===== config.mk =====
export PLATFORM = sky130hd
export DESIGN_NAME = fifo_sync_buffer
export DESIGN_NICKNAME = d
export VERILOG_FILES = /design/src/rtl/fifo_sync_buffer.sv
export SDC_FILE = /design/constraint.sdc
export NUM_CORES = 1
export LEC_CHECK = 0
export ABC_AREA = 1
export CELL_PAD_IN_SITES_DETAIL_PLACEMENT = 2
export CELL_PAD_IN_SITES_GLOBAL_PLACEMENT = 2
export CORE_MARGIN = 2
export CORE_UTILIZATION = 42
export DETAILED_ROUTE_END_ITERATION = 10
export PLACE_DENSITY_LB_ADDON = 0.2
export SYNTH_ARGS = -nofsm -noshare
export SYNTH_HDL_FRONTEND = slang
export SYNTH_SLANG_ARGS = --single-unit

===== constraint.sdc =====
create_clock -name clk -period 3.2 [get_ports clk]
set_clock_uncertainty 0.1 [all_clocks]
set_input_delay 0.64 -clock clk [delete_from_list [all_inputs] [get_ports clk]]
set_output_delay 0.64 -clock clk [all_outputs]
set_load 0.02 [all_outputs]

===== src/rtl/fifo_sync_buffer.sv =====
// fifo_sync_buffer: single-clock FIFO with occupancy flags, sticky errors,
// standard or first-word-fall-through read, synchronous flush and bypass.
module fifo_sync_buffer #(
    parameter int DATA_WIDTH = 12,
    parameter int ADDRBIT    = 5,
    parameter int FIFO_DEPTH = 32,
    parameter bit FWFT       = 1'b0,
    parameter int AFULL_TH   = 28,
    parameter int AEMPTY_TH  = 4
) (
    input  logic                  clk,
    input  logic                  rst_n,
    input  logic                  fifo_en,
    input  logic                  clear,
    input  logic                  write_en,
    input  logic [DATA_WIDTH-1:0] write_data,
    input  logic                  read_en,
    output logic [DATA_WIDTH-1:0] read_data,
    output logic                  read_valid,
    output logic                  full,
    output logic                  empty,
    output logic                  almost_full,
    output logic                  almost_empty,
    output logic [ADDRBIT:0]      count,
    output logic                  overflow,
    output logic                  underflow
);

    localparam int PW = ADDRBIT + 1;
    localparam logic [PW-1:0] DEPTH_C  = PW'(FIFO_DEPTH);
    localparam logic [PW-1:0] AFULL_C  = PW'(AFULL_TH);
    localparam logic [PW-1:0] AEMPTY_C = PW'(AEMPTY_TH);

    if (FIFO_DEPTH != (1 << ADDRBIT)) begin : g_bad_depth
        $error("fifo_sync_buffer: FIFO_DEPTH must equal 2**ADDRBIT");
    end

    logic [DATA_WIDTH-1:0] mem_q [0:FIFO_DEPTH-1];

    logic [PW-1:0]         wptr_q, wptr_d;
    logic [PW-1:0]         rptr_q, rptr_d;
    logic [PW-1:0]         count_q, count_d;
    logic                  full_q, empty_q, afull_q, aempty_q;
    logic                  full_d, empty_d, afull_d, aempty_d;
    logic                  ovf_q, ovf_d, unf_q, unf_d;
    logic [DATA_WIDTH-1:0] rdata_q, rdata_d;
    logic                  rvalid_q, rvalid_d;

    logic                  active;
    logic                  wr_acc, rd_acc;
    logic [ADDRBIT-1:0]    waddr, raddr_q, raddr_d;
    logic [DATA_WIDTH-1:0] fwft_head;

    // A full FIFO rejects writes even when a read frees a slot this cycle.
    assign active  = fifo_en && !clear;
    assign wr_acc  = active && write_en && !full_q;
    assign rd_acc  = active && read_en && !empty_q;
    assign waddr   = wptr_q[ADDRBIT-1:0];
    assign raddr_q = rptr_q[ADDRBIT-1:0];
    assign raddr_d = rptr_d[ADDRBIT-1:0];

    assign count_d  = wptr_d - rptr_d;
    assign full_d   = (count_d == DEPTH_C);
    assign empty_d  = (count_d == '0);
    assign afull_d  = (count_d >= AFULL_C);
    assign aempty_d = (count_d <= AEMPTY_C);

    // The next head may be the word landing in memory on this same edge.
    assign fwft_head = (wr_acc && (waddr == raddr_d)) ? write_data
                                                      : mem_q[raddr_d];

    // Pointer and sticky-error next state; frozen in bypass, zeroed by flush.
    always_comb begin
        wptr_d = wptr_q;
        rptr_d = rptr_q;
        ovf_d  = ovf_q;
        unf_d  = unf_q;
        if (fifo_en) begin
            if (clear) begin
                wptr_d = '0;
                rptr_d = '0;
                ovf_d  = 1'b0;
                unf_d  = 1'b0;
            end else begin
                if (wr_acc) wptr_d = wptr_q + 1'b1;
                if (rd_acc) rptr_d = rptr_q + 1'b1;
                if (write_en && full_q) ovf_d = 1'b1;
                if (read_en && empty_q) unf_d = 1'b1;
            end
        end
    end

    // Read-port next state for bypass, flush, FWFT and standard modes.
    always_comb begin
        rdata_d  = rdata_q;
        rvalid_d = rvalid_q;
        if (!fifo_en) begin
            rdata_d  = write_data;
            rvalid_d = 1'b1;
        end else if (clear) begin
            rvalid_d = 1'b0;
        end else if (FWFT) begin
            rvalid_d = !empty_d;
            if (!empty_d) rdata_d = fwft_head;
        end else begin
            rvalid_d = rd_acc;
            if (rd_acc) rdata_d = mem_q[raddr_q];
        end
    end

    // Storage array; contents are meaningful only between the pointers.
    always_ff @(posedge clk) begin
        if (wr_acc) mem_q[waddr] <= write_data;
    end

    // Control, flag and read-port registers.
    always_ff @(posedge clk or negedge rst_n) begin
        if (!rst_n) begin
            wptr_q   <= '0;
            rptr_q   <= '0;
            count_q  <= '0;
            full_q   <= 1'b0;
            empty_q  <= 1'b1;
            afull_q  <= 1'b0;
            aempty_q <= 1'b1;
            ovf_q    <= 1'b0;
            unf_q    <= 1'b0;
            rdata_q  <= '0;
            rvalid_q <= 1'b0;
        end else begin
            wptr_q   <= wptr_d;
            rptr_q   <= rptr_d;
            count_q  <= count_d;
            full_q   <= full_d;
            empty_q  <= empty_d;
            afull_q  <= afull_d;
            aempty_q <= aempty_d;
            ovf_q    <= ovf_d;
            unf_q    <= unf_d;
            rdata_q  <= rdata_d;
            rvalid_q <= rvalid_d;
        end
    end

    assign read_data    = rdata_q;
    assign read_valid   = rvalid_q;
    assign full         = full_q;
    assign empty        = empty_q;
    assign almost_full  = afull_q;
    assign almost_empty = aempty_q;
    assign count        = count_q;
    assign overflow     = ovf_q;
    assign underflow    = unf_q;

endmodule


==> results.sh, run 1 <==
export IMPL_syn_nets=1573
export IMPL_r2r_start="rptr_q[0]$_DFF_PN0_"
export IMPL_clk_latency_ns=0.58
export IMPL_grt_pass1_vias=14000
export IMPL_num_rows=74
export IMPL_postCtsHoldBufs=0
export IMPL_p_leak_uw=0.00757
export IMPL_avgSynthCellArea_um2=11.3
export IMPL_ir_drop_uv=520
export IMPL_critPathRequiredTime_ns=3.60
export IMPL_power_density_mw_per_mm2=658
export IMPL_grt_start_max_net_pins=219
export IMPL_setup_viol=0
export IMPL_mappedNetlistArea_mm2=0.0175
export IMPL_critPathArrivalTime_ns=3.53
export IMPL_fmax_ghz=0.320
export IMPL_die_y_um=208
export IMPL_die_w_um=208
export IMPL_antenna_found_initial=1
export IMPL_drive_above_1_share_pct=10.5
export IMPL_tightest_slew_ns=1.37
export IMPL_viasPerCell=5.66
export IMPL_track_usage_pct=27.5
export IMPL_core_mm2=0.0409
export IMPL_rsz0062_at_grt="no"
export IMPL_grt_overflow_total=0
export IMPL_final_hold_violation_count=0
export IMPL_ioPinCount=43
export IMPL_n_fill_cell=4084
export IMPL_vias=12500
export IMPL_startpoint_type="register"
export IMPL_initial_core_util_pct=42.7
export IMPL_cts_buffers=46
export IMPL_crit_chain="buf_12, o21ai_0, o22ai_1, nand2_1, nand2_1, nor2_1, nor2_1, nand2_1, nand2_1"
export IMPL_end_kind="register"
export IMPL_route_antenna_remaining_nets=0
export IMPL_nets=1669
export IMPL_holdCritPathClass="in2async"
export IMPL_cpPeakStageDelay_ns=0.51
export IMPL_critical_path_class="reg2reg"
export IMPL_cts_tree="yes"
export IMPL_htree_levels=2
export IMPL_cts_root_buf="clkbuf_16"
export IMPL_crit_fanout=218
export IMPL_drc_errors=0
export IMPL_ys_warn_count=0
export IMPL_relSlewSlack_pct=8.36
export IMPL_reg2reg_setup_slack_ns=0.07
export IMPL_numClockSinks=421
export IMPL_crit_slowest_cell="o22ai_1"
export IMPL_drt_wl_total_um=59200
export IMPL_drtIter0Drc=862
export IMPL_ys_types=32
export IMPL_crit_start="rptr_q[0]$_DFF_PN0_"
export IMPL_netlist_instances=1544
export IMPL_r2r_end="read_data[10]$_DFFE_PN0P_"
export IMPL_cts_clk_slew_worst_paths_ns=0.07
export IMPL_io_buffers=42
export IMPL_maxCapViolations=0
export IMPL_die_area_mm2=0.0433
export IMPL_grt_pass1_wl_um=88300
export IMPL_post_route_min_period_ns=3.13
export IMPL_area_growth_pct=15.8
export IMPL_wl_per_cell_um=26.8
export IMPL_min_period_over_period_pct=97.7
export IMPL_dp_hpwl_um=35300
export IMPL_clk_path_buf_depth=3
export IMPL_crit_top_cell="nand2_1"
export IMPL_ys_ff_latch=421
export IMPL_maxSlewViolCount=0
export IMPL_power_uw=13300
export IMPL_yosysSeqAreaShare_pct=71.3
export IMPL_tns_ns=0
export IMPL_status="complete, no violations"
export IMPL_first_pass_iters=5
export IMPL_routabilityCongestion=0.824
export IMPL_r2r_cells=9
## Yosys cell counts
cell type / instances / area share, %
nand2_1: 448 / 9.6
edfxtp_1: 384 / 66
nand3_1: 244 / 7.0
nor2_1: 91 / 2.0
inv_1: 82 / 1.8
o21ai_0: 58 / 1.7
a21oi_1: 57 / 1.6
buf_2: 35 / 1.0
dfrtp_1: 35 / 5.0
clkbuf_1: 29 / 0.62
o22ai_1: 13 / 0.47
buf_4: 10 / 0.43
ha_1: 10 / 0.72
o21ai_1: 7 / 0.20
buf_1: 6 / 0.13
buf_6: 6 / 0.39
nand2_2: 3 / 0.11
nor2_2: 3 / 0.11
nor3_1: 3 / 0.086
xor2_1: 3 / 0.15
dfstp_2: 2 / 0.30
inv_2: 2 / 0.043
nand3_2: 2 / 0.11
o21a_1: 2 / 0.086
o21bai_1: 2 / 0.086
clkbuf_2: 1 / 0.029
clkinv_2: 1 / 0.029
fa_1: 1 / 0.11
nand4_1: 1 / 0.036
nand4_2: 1 / 0.072
o211ai_1: 1 / 0.043
or2_2: 1 / 0.036
## cells by family after synthesis
| kind of cell | synth area share, % |
|---|---|
| compound gates | 4.17 |
| buf+inv | 4.43 |
| flops | 71.3 |
| simple gates | 19.1 |
| xor+xnor | 0.150 |
| fa+ha+maj | 0.830 |
## through the flow
step	instances	hold WS, ns	worst slack (ns)	utilization (%)	area, µm²
after CTS	2207	0.153	0.156	49.4	20200
after global routing	2207	0.186	0.0147	49.4	20200
after floorplan	1544	0.244	0.129	-	17500
after global placement	2124	0.378	-0.0765	46.2	18900
final	2208	0.120	0.0745	49.4	20200
after detailed placement	2124	0.406	-0.393	46.2	18900
## final cells by class
class                           instances  area (µm²)  area share [%]
Multi-Input combinational cell        951        4260            21.1
Clock inverter                         26         115           0.569
Antenna cell                            1        2.50          0.0124
Inverter                               85         323            1.60
Tap cell                              532         666            3.29
Timing Repair Buffer                  135        1180            5.81
Clock buffer                           57        1220            6.05
Sequential cell                       421       12500            61.6
## critical path: cells and delay by family (launching register included)
family                 cells  cell delay [ns]
AND/OR/NAND/NOR            6             0.71
AO/OA/AOI/OAI              2             0.80
buffers and inverters      1             0.46
flip-flops                 1             0.46
## per-layer routing
metal	part of all wire, %	global-route usage (%)	up-vias
li1	-	-	5516
met1	40	33.6	6478
met2	50	47.1	364
met3	5.9	5.22	145
met4	4.5	12.8	2
met5	0.030	0	-
## what timing repair did
action	CTS	global route
gates resized for setup	0	1
buffers inserted	0	0
setup endpoints to repair	0	1
## registers in the layout, summed over array words and instances (netlist names), 6 cells and up
name	cells
mem_q	384
read_data	12
count	6
rptr_q	6
wptr_q	6
## power breakdown
part | total (µW) | switching (µW) | leakage [µW] | internal [µW]
Sequential | 6180 | 70.2 | 0.00392 | 6110
Clock | 4900 | 2200 | 0.000664 | 2700
Combinational | 2230 | 1550 | 0.00299 | 675
## placed cells by master (no fill, tap or decap), types with 9 or more instances in the layout
| cell type | synthesis | final |
|---|---|---|
| nand2_1 | 448 | 448 |
| edfxtp_1 | 384 | 384 |
| nand3_1 | 244 | 244 |
| nor2_1 | 91 | 90 |
| buf_4 | 10 | 88 |
| inv_1 | 82 | 81 |
| a21oi_1 | 57 | 57 |
| o21ai_0 | 58 | 57 |
| clkbuf_16 | 0 | 47 |
| clkdlybuf4s50_1 | 0 | 41 |
| dfrtp_1 | 35 | 32 |
| clkinv_1 | 0 | 15 |
| o22ai_1 | 13 | 13 |
| clkinv_2 | 1 | 11 |
| ha_1 | 10 | 10 |
| clkbuf_1 | 29 | 9 |
## how the worst max path moves through the flow
stage	end	slack, ns	cells past startpoint
finish	read_data[10]$_DFFE_PN0P_	0.07	9
global route	full$_DFF_PN0_	0.01	19
CTS	full$_DFF_PN0_	0.16	14
detailed placement	full$_DFF_PN0_	-0.39	14
global placement	full$_DFF_PN0_	-0.08	14
floorplan	empty$_DFF_PN1_	0.13	19
No activity file was read; power rests on OpenSTA's default activity.
==> run 2: changes to the inputs <==
--- a/config.mk
+++ b/config.mk
@@ -10,6 +10,7 @@
 export CELL_PAD_IN_SITES_GLOBAL_PLACEMENT = 2
 export CORE_MARGIN = 2
 export CORE_UTILIZATION = 42
+export CTS_CLUSTER_SIZE = 10
 export DETAILED_ROUTE_END_ITERATION = 10
 export PLACE_DENSITY_LB_ADDON = 0.2
 export SYNTH_ARGS = -nofsm -noshare
==> run 2 against run 1 <==
  * Critical path depth up 4
  * Final area grew 0.31%
  * Core utilization increased by 0.15 points
  * Global-route usage fell by 0.74 points
  * Register-to-register slack gained 0.16 ns
  * Non-clock buffer count unchanged
  * Hold slack got worse by 0.012 ns
  * Flip-flop and latch count stayed put
  * Combinational power barely moved
  * Via count decreased by 1.2%
  * Die area is the same
  * Critical endpoint is now full$_DFF_PN0_
  * Highest routed layer is now met4
==> results.sh, run 2 (same netlist as run 1, synthesis figures left out) <==
export IMPL_status="complete, no violations"
export IMPL_placedCellCount=2124
export IMPL_final_util_pct=49.6
export IMPL_io_buffers=42
export IMPL_first_pass_iters=5
export IMPL_num_rows=74
export IMPL_power_density_mw_per_mm2=664
export IMPL_antenna_cells=0
export IMPL_maxCapViolations=0
export IMPL_viasPerCell=5.61
export IMPL_grt_start_max_net_pins=219
export IMPL_maxSlewViolCount=0
export IMPL_holdCritPathClass="in2async"
export IMPL_fmax_ghz=0.332
export IMPL_htree_levels=2
export IMPL_startpoint_type="input pin"
export IMPL_cts_clk_slew_worst_paths_ns=0.06
export IMPL_grt_overflow_total=0
export IMPL_vias=12400
export IMPL_die_y_um=208
export IMPL_ioPinCount=43
export IMPL_drive_above_1_share_pct=10.4
export IMPL_regMostFlops="mem_q"
export IMPL_dp_hpwl_um=35300
export IMPL_grt_pass1_vias=13500
export IMPL_numClockSinks=421
export IMPL_tns_ns=0
export IMPL_min_period_over_period_pct=94.0
export IMPL_setup_viol=0
export IMPL_final_common_cell="nand2_1"
export IMPL_drt_wl_total_um=57300
export IMPL_hold_ws_ns=0.107
export IMPL_antenna_found_initial=0
export IMPL_clk_path_buf_depth=3
export IMPL_critical_path_class="in2reg"
export IMPL_routabilityCongestion=0.824
export IMPL_die_area_mm2=0.0433
export IMPL_track_usage_pct=26.7
export IMPL_final_hold_violation_count=0
export IMPL_core_mm2=0.0409
export IMPL_cts_root_buf="clkbuf_16"
export IMPL_drc_errors=0
export IMPL_tightest_slew_ns=1.28
export IMPL_rsz0062_at_grt="no"
export IMPL_final_cells=2204
export IMPL_cts_setup_buffers=0
export IMPL_final_cell_mix="nand2_1 (448), edfxtp_1 (384), nand3_1 (244), nor2_1 (90), buf_4 (88)"
export IMPL_largest_register_ffs=384
export IMPL_route_antenna_remaining_nets=0
export IMPL_critPathArrivalTime_ns=3.39
export IMPL_r2r_cells=12
export IMPL_cts_buffers=49
export IMPL_grt_pass1_wl_um=86300
export IMPL_initial_core_util_pct=42.7
export IMPL_post_place_ws_ns=-0.393
export IMPL_drtIter0Drc=942
export IMPL_area_growth_pct=16.2
export IMPL_crit_fanout=4
export IMPL_wl_per_cell_um=26.0
export IMPL_die_w_um=208
export IMPL_relSlewSlack_pct=14.9
export IMPL_clk_latency_ns=0.60
export IMPL_critPathRequiredTime_ns=3.58
export IMPL_post_route_min_period_ns=3.01
export IMPL_nets=1672
export IMPL_end_kind="register"
export IMPL_setup_ws_ns=0.191
export IMPL_p_leak_uw=0.00758
export IMPL_ir_drop_uv=525
export IMPL_cts_tree="yes"
export IMPL_n_fill_cell=4096
## run 2: changes by cell type in the layout (fill, tap and decap cells not counted), sizes merged
cell | before | now
clkinvlp | 0 | 1
clkinv | 26 | 2
inv | 85 | 87
clkbuf | 57 | 75
diode | 1 | 0
## run 2: timing repair
item                                    CTS  global route
resized for setup                         0             1
hold buffers                              0             0
endpoints found under the setup margin    0             1
## run 2: metrics by stage
step | cell area (µm²) | total power [µW]
5_1_grt | 20300 | 14000
2_1_floorplan | 17500 | 7540
6_report | 20300 | 13500
4_1_cts | 20300 | 13600
3_3_place_gp | 18900 | 8360
3_5_place_dp | 18900 | 8490
## run 2: critical path, cell delays in order
cell,delay (ns)
clkdlybuf4s50_1,0.47
buf_4,0.18
inv_1,0.09
a21oi_1,0.07
o21ai_0,0.31
ha_1,0.25
inv_1,0.10
fa_1,0.44
buf_4,0.16
xor2_1,0.38
nor2_1,0.11
nand3_1,0.13
a21oi_1,0.06
## run 2: power breakdown
part	internal [µW]	switching, µW
clock network	2890	2190
registers	6120	68.5
logic	675	1530
total	9690	3790
## run 2: metal layers
layer  global-route usage (%)  vias up  share of wire [%]
met5                        0        -                  0
met4                     9.46        0                2.9
met3                     3.11       88                4.3
met2                     46.2      297                 51
met1                     34.9     6458                 42
li1                         -     5514                  -
## run 2: layout make-up
| class | count | area [µm²] | area share (%) |
|---|---|---|---|
| Clock buffer | 75 | 1350 | 6.67 |
| Inverter | 85 | 323 | 1.59 |
| Tap cell | 532 | 666 | 3.28 |
| Timing Repair Buffer | 135 | 1180 | 5.79 |
| Sequential cell | 421 | 12500 | 61.4 |
| Clock inverter | 5 | 50.0 | 0.247 |
| Multi-Input combinational cell | 951 | 4260 | 21.0 |
## run 2: worst paths after layout
check	startpoint	endpoint	slack (ns)
setup / recovery	fifo_en	full$_DFF_PN0_	0.19
setup reg to reg	empty$_DFF_PN1_	full$_DFF_PN0_	0.23
hold reg to reg	underflow$_DFFE_PN0P_	underflow$_DFFE_PN0P_	0.42
max in group asynchronous	rst_n	rptr_q[0]$_DFF_PN0_	2.16
hold / removal	rst_n	count[0]$_DFF_PN0_	0.11
min in group clk	underflow$_DFFE_PN0P_	underflow$_DFFE_PN0P_	0.42
==> run 3: changes to the inputs <==
--- a/config.mk
+++ b/config.mk
@@ -13,6 +13,7 @@
 export CTS_CLUSTER_SIZE = 10
 export DETAILED_ROUTE_END_ITERATION = 10
 export PLACE_DENSITY_LB_ADDON = 0.2
+export SETUP_SLACK_MARGIN = 0.2
 export SYNTH_ARGS = -nofsm -noshare
 export SYNTH_HDL_FRONTEND = slang
 export SYNTH_SLANG_ARGS = --single-unit
==> run 3 against run 2 <==
  * Core utilization grew 0.092 points
  * Final cell count up 0.18%
  * Sequential share of layout area is 0.11 points lower
  * Worst setup slack improved by 0.21 ns
  * Largest cell class unchanged
==> results.sh, run 3 (same netlist as run 1, synthesis figures left out) <==
export IMPL_final_area_mm2=0.0203
export IMPL_viasPerCell=5.61
export IMPL_drtIter0Drc=832
export IMPL_largest_register_ffs=384
export IMPL_clk_path_buf_depth=3
export IMPL_cts_root_buf="clkbuf_16"
export IMPL_htree_levels=2
export IMPL_ir_drop_uv=453
export IMPL_wl_per_cell_um=26.3
export IMPL_first_pass_iters=6
export IMPL_status="complete, no violations"
export IMPL_setup_ws_ns=0.400
export IMPL_dp_hpwl_um=35700
export IMPL_nets=1679
export IMPL_maxSlewViolCount=0
export IMPL_drt_wl_total_um=58000
export IMPL_ioPinCount=43
export IMPL_critPathRequiredTime_ns=3.61
export IMPL_drc_errors=0
export IMPL_regMostFlops="mem_q"
export IMPL_r2r_end="empty$_DFF_PN1_"
export IMPL_placed_area_mm2=0.0189
export IMPL_min_period_over_period_pct=87.5
export IMPL_critical_path_class="in2reg"
export IMPL_reg2reg_setup_slack_ns=0.41
export IMPL_antenna_found_initial=1
export IMPL_antenna_cells=0
export IMPL_routabilityCongestion=0.826
export IMPL_tightest_slew_ns=1.10
export IMPL_vias=12400
export IMPL_die_w_um=208
export IMPL_grt_start_max_net_pins=109
export IMPL_setup_viol=0
export IMPL_route_antenna_remaining_nets=0
export IMPL_maxCapViolations=0
export IMPL_final_cell_mix="nand2_1 (448), edfxtp_1 (384), nand3_1 (244), buf_4 (96), nor2_1 (88)"
export IMPL_core_mm2=0.0409
export IMPL_num_rows=74
export IMPL_r2r_cells=11
export IMPL_p_leak_uw=0.00760
export IMPL_power_density_mw_per_mm2=659
export IMPL_cts_tree="yes"
export IMPL_end_kind="register"
export IMPL_clk_latency_ns=0.58
export IMPL_numClockSinks=421
export IMPL_grt_overflow_total=0
export IMPL_grt_pass1_wl_um=86000
export IMPL_final_util_pct=49.7
export IMPL_fmax_ghz=0.357
export IMPL_r2r_start="wptr_q[0]$_DFF_PN0_"
export IMPL_die_area_mm2=0.0433
export IMPL_critPathArrivalTime_ns=3.21
export IMPL_power_uw=13400
export IMPL_relSlewSlack_pct=26.1
export IMPL_rsz0062_at_grt="no"
export IMPL_io_buffers=42
export IMPL_initial_core_util_pct=42.7
export IMPL_die_y_um=208
export IMPL_final_hold_violation_count=0
export IMPL_drive_above_1_share_pct=10.9
export IMPL_area_growth_pct=16.4
export IMPL_post_route_min_period_ns=2.80
export IMPL_cts_buffers=49
export IMPL_holdCritPathClass="in2async"
export IMPL_track_usage_pct=26.7
export IMPL_final_common_cell="nand2_1"
export IMPL_post_place_ws_ns=-0.331
export IMPL_crit_fanout=3
export IMPL_startpoint_type="input pin"
export IMPL_grt_pass1_vias=13600
export IMPL_cts_clk_slew_worst_paths_ns=0.06
## run 3: changes by cell type in the layout (fill, tap and decap cells not counted), sizes merged
| cell | previous run | this run |
|---|---|---|
| buf | 94 | 101 |
| clkinv | 2 | 5 |
| clkbuf | 75 | 73 |
| inv | 87 | 83 |
| dlymetal6s2s | 0 | 1 |
| clkdlybuf4s50 | 41 | 40 |
## run 3: stage by stage
stage	TNS [ns]	std cells	hold WS (ns)
detailed placement	-1.73	2123	0.432
global route	0	2208	0.166
floorplan	0	1544	0.244
global placement	-0.483	2123	0.379
CTS	0	2200	0.133
finish	0	2208	0.127
## run 3: worst max-delay path: stages
cell	delay (ns)
clkdlybuf4s50_1	0.52
nand2_2	0.09
nor2_4	0.15
nand3_1	0.12
o21ai_0	0.15
o21ai_0	0.10
nor2_1	0.17
inv_1	0.07
ha_1	0.33
nand2_1	0.11
inv_1	0.06
nand2_1	0.07
nand3_1	0.10
nand4_1	0.13
nand2_1	0.07
nand2_1	0.11
nand2_2	0.08
nor2_1	0.13
## run 3: final cells by class
class | instances | area, µm²
clock inverters | 4 | 32.5
flip-flops and latches | 421 | 12500
repair buffers | 142 | 1220
well taps | 532 | 666
inverters | 85 | 327
clock buffers | 73 | 1340
fillers | 4048 | 20600
multi-input cells | 951 | 4290
## run 3: worst max-delay path by stage
stage             from              end  slack [ns]  cells past startpoint
5_1_grt        read_en  empty$_DFF_PN1_        0.19                     18
6_report       read_en  empty$_DFF_PN1_        0.40                     18
3_3_place_gp   fifo_en   full$_DFF_PN0_       -0.13                     14
4_1_cts          clear   full$_DFF_PN0_        0.26                     15
3_5_place_dp     clear   full$_DFF_PN0_       -0.33                     15
2_1_floorplan  fifo_en  empty$_DFF_PN1_        0.26                     19
## run 3: layer usage
| layer | part of all wire, % | global-route usage [%] |
|---|---|---|
| met3 | 4.8 | 4.92 |
| met4 | 2.8 | 8.07 |
| met2 | 51 | 46.5 |
| met5 | 0 | 0 |
| met1 | 42 | 34.0 |
## run 3: timing repair
action,in CTS,in global routing
setup endpoints to repair,5,6
hold buffers,0,0
pin swaps,0,4
gates resized for setup,1,11
setup buffers,0,8
gates cloned,0,0
## run 3: report_power, final
part / internal (µW) / switching (µW) / leakage, µW / total (µW)
Clock: 2850 / 2160 / 0.000658 / 5010
Combinational: 674 / 1540 / 0.00302 / 2210
Sequential: 6120 / 73.8 / 0.00392 / 6190
